`src/rtl/zombie_pkg.sv`:
```
// rtl/zombie_pkg.sv - shared state encodings, zombie types and rand-to-type mapping
package zombie_pkg;

  typedef enum logic [1:0] {
    IDLE  = 2'd0,
    SETUP = 2'd1,
    PLAY  = 2'd2,
    OVER  = 2'd3
  } game_state_e;

  localparam logic [1:0] TYPE_NONE = 2'd0;
  localparam logic [1:0] TYPE_M1   = 2'd1;
  localparam logic [1:0] TYPE_M2   = 2'd2;
  localparam logic [1:0] TYPE_M3   = 2'd3;

  // (r mod 3) + 1, so the empty type is never produced
  function automatic logic [1:0] rand_to_type(input logic [2:0] r);
    case (r)
      3'd0, 3'd3, 3'd6: rand_to_type = TYPE_M1;
      3'd1, 3'd4, 3'd7: rand_to_type = TYPE_M2;
      default:          rand_to_type = TYPE_M3;
    endcase
  endfunction

endpackage

```
`src/rtl/zombie_game_ctrl.sv`:
```
// rtl/zombie_game_ctrl.sv - game FSM: queue fill, punch judging, bite timer, score and lives
module zombie_game_ctrl
  import zombie_pkg::*;
#(
  parameter int SLOTS      = 6,
  parameter int TYPE_W     = 2,
  parameter int BITE_TICKS = 8,
  parameter int LIVES      = 3,
  parameter int SCORE_W    = 8
) (
  input  logic               clk,
  input  logic               rst,
  input  logic               start,
  input  logic               tick,
  input  logic [2:0]         rand_num,
  input  logic [2:0]         btn_pulse,
  input  logic [TYPE_W-1:0]  front_type,
  output logic               shift,
  output logic [TYPE_W-1:0]  fill_type,
  output logic               clear,
  output logic [SCORE_W-1:0] score,
  output logic [1:0]         lives,
  output logic               gameover,
  output logic [1:0]         state
);

  localparam int BT_W = (BITE_TICKS > 1) ? $clog2(BITE_TICKS) : 1;

  game_state_e        state_q, state_n;
  logic [2:0]         setup_cnt_q, setup_cnt_n;
  logic [BT_W-1:0]    bite_q, bite_n;
  logic               lockout_q, lockout_n;
  logic               shift_n, clear_n, gameover_n;
  logic [TYPE_W-1:0]  fill_n;
  logic [SCORE_W-1:0] score_n;
  logic [1:0]         lives_n;

  logic               press_ok, hit, miss, bite;
  logic [TYPE_W-1:0]  btn_type;
  logic [TYPE_W-1:0]  rand_type;
  logic [1:0]         loss;

  assign state     = state_q;
  assign rand_type = TYPE_W'(rand_to_type(rand_num));

  always_ff @(posedge clk) begin
    if (!rst) begin
      state_q     <= IDLE;
      shift       <= 1'b0;
      fill_type   <= '0;
      clear       <= 1'b0;
      score       <= '0;
      lives       <= 2'(LIVES);
      gameover    <= 1'b0;
      setup_cnt_q <= '0;
      bite_q      <= '0;
      lockout_q   <= 1'b0;
    end else begin
      state_q     <= state_n;
      shift       <= shift_n;
      fill_type   <= fill_n;
      clear       <= clear_n;
      score       <= score_n;
      lives       <= lives_n;
      gameover    <= gameover_n;
      setup_cnt_q <= setup_cnt_n;
      bite_q      <= bite_n;
      lockout_q   <= lockout_n;
    end
  end

  always_comb begin
    btn_type = TYPE_W'(TYPE_NONE);
    case (btn_pulse)
      3'b001:  btn_type = TYPE_W'(TYPE_M1);
      3'b010:  btn_type = TYPE_W'(TYPE_M2);
      3'b100:  btn_type = TYPE_W'(TYPE_M3);
      default: btn_type = TYPE_W'(TYPE_NONE);
    endcase
    // Non-one-hot presses decode to TYPE_NONE and are dropped here
    press_ok = (state_q == PLAY) && !lockout_q && (btn_type != TYPE_W'(TYPE_NONE));
    hit      = press_ok && (btn_type == front_type);
    miss     = press_ok && !hit;
    bite     = (state_q == PLAY) && !hit && tick && (bite_q == BT_W'(BITE_TICKS - 1));
    loss     = {1'b0, miss} + {1'b0, bite};
  end

  always_comb begin
    state_n     = state_q;
    shift_n     = 1'b0;
    fill_n      = '0;
    clear_n     = 1'b0;
    score_n     = score;
    lives_n     = lives;
    setup_cnt_n = setup_cnt_q;
    bite_n      = bite_q;
    lockout_n   = 1'b0;

    case (state_q)
      IDLE, OVER: begin
        if (start) begin
          state_n     = SETUP;
          clear_n     = 1'b1;
          score_n     = '0;
          lives_n     = 2'(LIVES);
          setup_cnt_n = '0;
        end
      end
      SETUP: begin
        shift_n     = 1'b1;
        fill_n      = rand_type;
        setup_cnt_n = setup_cnt_q + 3'd1;
        if (setup_cnt_q == 3'(SLOTS - 1)) begin
          state_n   = PLAY;
          bite_n    = '0;
          lockout_n = 1'b1;
        end
      end
      PLAY: begin
        if (hit || bite)
          bite_n = '0;
        else if (tick)
          bite_n = bite_q + BT_W'(1);
        if (hit && score != '1)
          score_n = score + SCORE_W'(1);
        lives_n = (lives > loss) ? lives - loss : 2'd0;
        if (lives_n == 2'd0) begin
          state_n = OVER;
          clear_n = 1'b1;
        end else if (hit || bite) begin
          // front_type lags the shift by a cycle, so block presses until it settles
          shift_n   = 1'b1;
          fill_n    = rand_type;
          lockout_n = 1'b1;
        end
      end
      default: state_n = IDLE;
    endcase

    gameover_n = (state_n == OVER);
  end

endmodule

```
`config.mk`:
```
export PLATFORM = sky130hd
export DESIGN_NAME = zombie_game_ctrl
export DESIGN_NICKNAME = d
export VERILOG_FILES = /design/src/rtl/zombie_pkg.sv /design/src/rtl/zombie_game_ctrl.sv
export SDC_FILE = /design/constraint.sdc
export NUM_CORES = 1
export LEC_CHECK = 0
export ABC_AREA = 1
export BUFFER_PORTS_ARGS = -buffer_cell sky130_fd_sc_hd__buf_2
export CAP_MARGIN = 20
export CORE_ASPECT_RATIO = 1.5
export CORE_MARGIN = 5
export CORE_UTILIZATION = 49
export DETAILED_ROUTE_END_ITERATION = 12
export PLACE_DENSITY = 0.85
export SLEW_MARGIN = 20
export SYNTH_ARGS = -nofsm -noshare
export SYNTH_HDL_FRONTEND = slang
export SYNTH_SLANG_ARGS = --single-unit
```
`constraint.sdc`:
```
create_clock -name clk -period 3 [get_ports clk]
set_input_delay 0.3 -clock clk [delete_from_list [all_inputs] [get_ports clk]]
set_output_delay 0.3 -clock clk [all_outputs]
set_load 0.02 [all_outputs]
```
==> results.json <==
{
  "die_w_um": 54.9,
  "setup_viol": 0,
  "wl_um": 3530,
  "fin_crit_sh": 0.972,
  "antenna_cells": 0,
  "path_common_cell": "inv_2",
  "ir_worst_vdd_mv": 0.300,
  "drtIter0Drc": 54,
  "tritoncts": "done",
  "fp-row-count": 24,
  "slowest_stage": "fa_1",
  "syn2layout_area_growth_pct": 23.1,
  "worstHoldPathType": "input pin to flop",
  "synth_cells": 205,
  "io_buffers": 28,
  "cpPeakStageDelay_ps": 470,
  "numCtsBuffers": 3,
  "layout-drive-gt1-share": 0.266,
  "die_area_um2": 4240,
  "start_kind": "flop",
  "h-tree-depth": 1,
  "rsz0062_at_grt": "yes",
  "fillers": 275,
  "finalCriticalPeriod_ps": 2920,
  "hold_viol": 0,
  "leakage_nw": 0.820,
  "io_pins": 29,
  "viasPerCell": 5.34,
  "hpwl_um": 2490,
  "wl_per_cell_um": 12.6,
  "fin_skew_ps": 1.99,
  "antenna_found_initial": 0,
  "clock_path_buffers": 2,
  "power_density_nw_per_um2": 380,
  "fin_nets": 266,
  "clk_root_buffer_cell": "clkbuf_8",
  "yosysSeqAreaShare": 0.325,
  "holdWs_ps": 280,
  "critPathKind": "flop to flop",
  "globalplace.congestion": 0.816,
  "synth_warnings": 0,
  "start_util": 0.508,
  "gr-usage-all-layers": 0.171,
  "ff2ff_setup_slack_ps": 80,
  "die_y_um": 77.3,
  "cp.arrival_ps": 3110,
  "worstSkewPairLatency_ps": 270,
  "critical_path.cell_chain": "inv_2 > ha_4 > inv_2 > or2_1 > a21oi_2 > nand3_2 > nand2_4 > nor2_4 > ha_4 > ha_4 > inv_2 > fa_1 > inv_2 > a21oi_2 > or2_4 > o211ai_1 > o21ai_1 > nor3_1",
  "avgSynthCellArea_um2": 7.21,
  "syn_area_um2": 1480,
  "clk_pin_slew_ps": 90,
  "fmax_mhz": 343,
  "critPathRequiredTime_ps": 3190,
  "crit_path_end_kind": "flop",
  "slew_violations": 0,
  "hold_buffers": 0,
  "firstDrtPassIters": 4,
  "clock-sinks": 24,
  "placed_cells": 274,
  "status": "finished clean",
  "overflow": 0,
  "ys_seq_elements": 24,
  "tightest_slew_ps": 586,
  "vias": 1496,
  "cp_top_family": "adder cells",
  "grt_max_degree": 19,
  "antenna_left": 0,
  "syn_nets": 229,
  "cp_max_fo": 2,
  "core_area_um2": 2910,
  "ys_types": 34,
  "grt_pass1_vias": 1435,
  "maxCapViolCount": 0,
  "final_cells": 280,
  "path_buf_inv": 4,
  "slew_headroom": 0.605,
  "grt_pass1_wl_um": 5690,
  "drcViolationCount": 0
}
## per-layer routing
layer,GRT usage,routed length [um]
met2,0.295,1810
met5,0,0
met1,0.196,1480
met3,0.0213,163
met4,0.0823,72
## Yosys cell counts, drive strengths merged
master   count  area share
dfxtp       24        0.32
clkinv       1      0.0025
o211ai       1      0.0051
o21ai        8       0.027
inv         26       0.066
nand3       20       0.078
a31oi        1       0.014
nor2        23       0.060
nand4        4       0.017
ha          11       0.093
buf          2      0.0085
o31ai        1      0.0051
o21bai       1      0.0051
or2          2      0.0085
clkbuf       2      0.0051
xor2         5       0.030
nor3         3       0.010
nand2       41        0.12
a211oi       2       0.010
a21oi       21       0.074
fa           1       0.014
a2bb2oi      1      0.0059
a311oi       1      0.0059
o21a         2       0.010
a21boi       1      0.0051
## through the flow
stage	util	TNS, ps	instance area [um^2]	power (mW)	worst slack (ps)
after global routing	0.625	-164	1820	0.727	-153
after floorplan	-	0	1480	0.425	18.3
final	0.625	0	1820	0.692	82.8
after CTS	0.603	0	1760	0.685	0.776
after global placement	0.582	0	1690	0.462	96.2
after detailed placement	0.582	-7.90	1690	0.465	-7.90
## flip-flops by register name, indices dropped and copies added, names as in the netlist
signal       flops
state            2
lockout_q        1
bite_q           3
lives            2
clear            1
setup_cnt_q      3
shift            1
gameover         1
score            8
fill_type        2
## repair_timing
item,in CTS,in global routing
pin swaps,1,10
gates resized for setup,1,17
hold endpoints to repair,0,0
setup buffers,1,1
setup endpoints to repair,1,5
## final cells by class
type / count / area (um^2) / share of cell area
Clock buffer: 4 / 55.1 / 0.0302
Tap cell: 39 / 48.8 / 0.0268
Sequential cell: 24 / 483 / 0.265
Multi-Input combinational cell: 150 / 932 / 0.512
Inverter: 27 / 101 / 0.0557
Timing Repair Buffer: 36 / 200 / 0.110
## cells by family (layout without fill, tap and decap cells)
family / Yosys count / count (layout) / synth area share
and+or+nand+nor: 93 / 93 / 0.289
AOI/OAI and AO/OA: 40 / 40 / 0.168
buffers and inverters: 31 / 67 / 0.0821
DFF: 24 / 24 / 0.325
adders and majority gates: 12 / 12 / 0.107
xor gates and xnor gates: 5 / 5 / 0.0296
## worst register-to-register path: stages, from the launching register on
cell	delay, ps
dfxtp_2	330
inv_2	60
ha_4	130
inv_2	30
or2_1	240
a21oi_2	140
nand3_2	120
nand2_4	100
nor2_4	40
ha_4	270
ha_4	130
inv_2	40
fa_1	470
inv_2	80
a21oi_2	60
or2_4	250
o211ai_1	80
o21ai_1	100
nor3_1	170
## power by group
part / total, mW / leakage [nW] / internal, mW / switching, mW
Combinational: 0.127 / 0.595 / 0.0465 / 0.0810
Sequential: 0.339 / 0.196 / 0.330 / 0.00943
Clock: 0.226 / 0.0288 / 0.117 / 0.108
Total: 0.692 / 0.820 / 0.493 / 0.199
## layout by cell type, fill, tap and decap left out, types with 3 or more instances in the layout
master    instances
a21oi_1          19
buf_2            28
buf_4             8
clkbuf_8          4
dfxtp_1          22
ha_1              8
ha_4              3
inv_1            20
inv_2             6
nand2_1          38
nand3_1          17
nand3_2           3
nand4_1           4
nor2_1           21
nor3_1            3
o21ai_0           6
xor2_1            5
## worst paths after layout
kind | to | start | depth (start not counted)
setup / recovery | gameover | state[0] | 18
hold / removal | lives[1] | rst | 2
setup reg to reg | gameover | state[0] | 18
hold reg to reg | bite_q[1] | bite_q[1] | 2
Power figures use the tool's default switching activity.
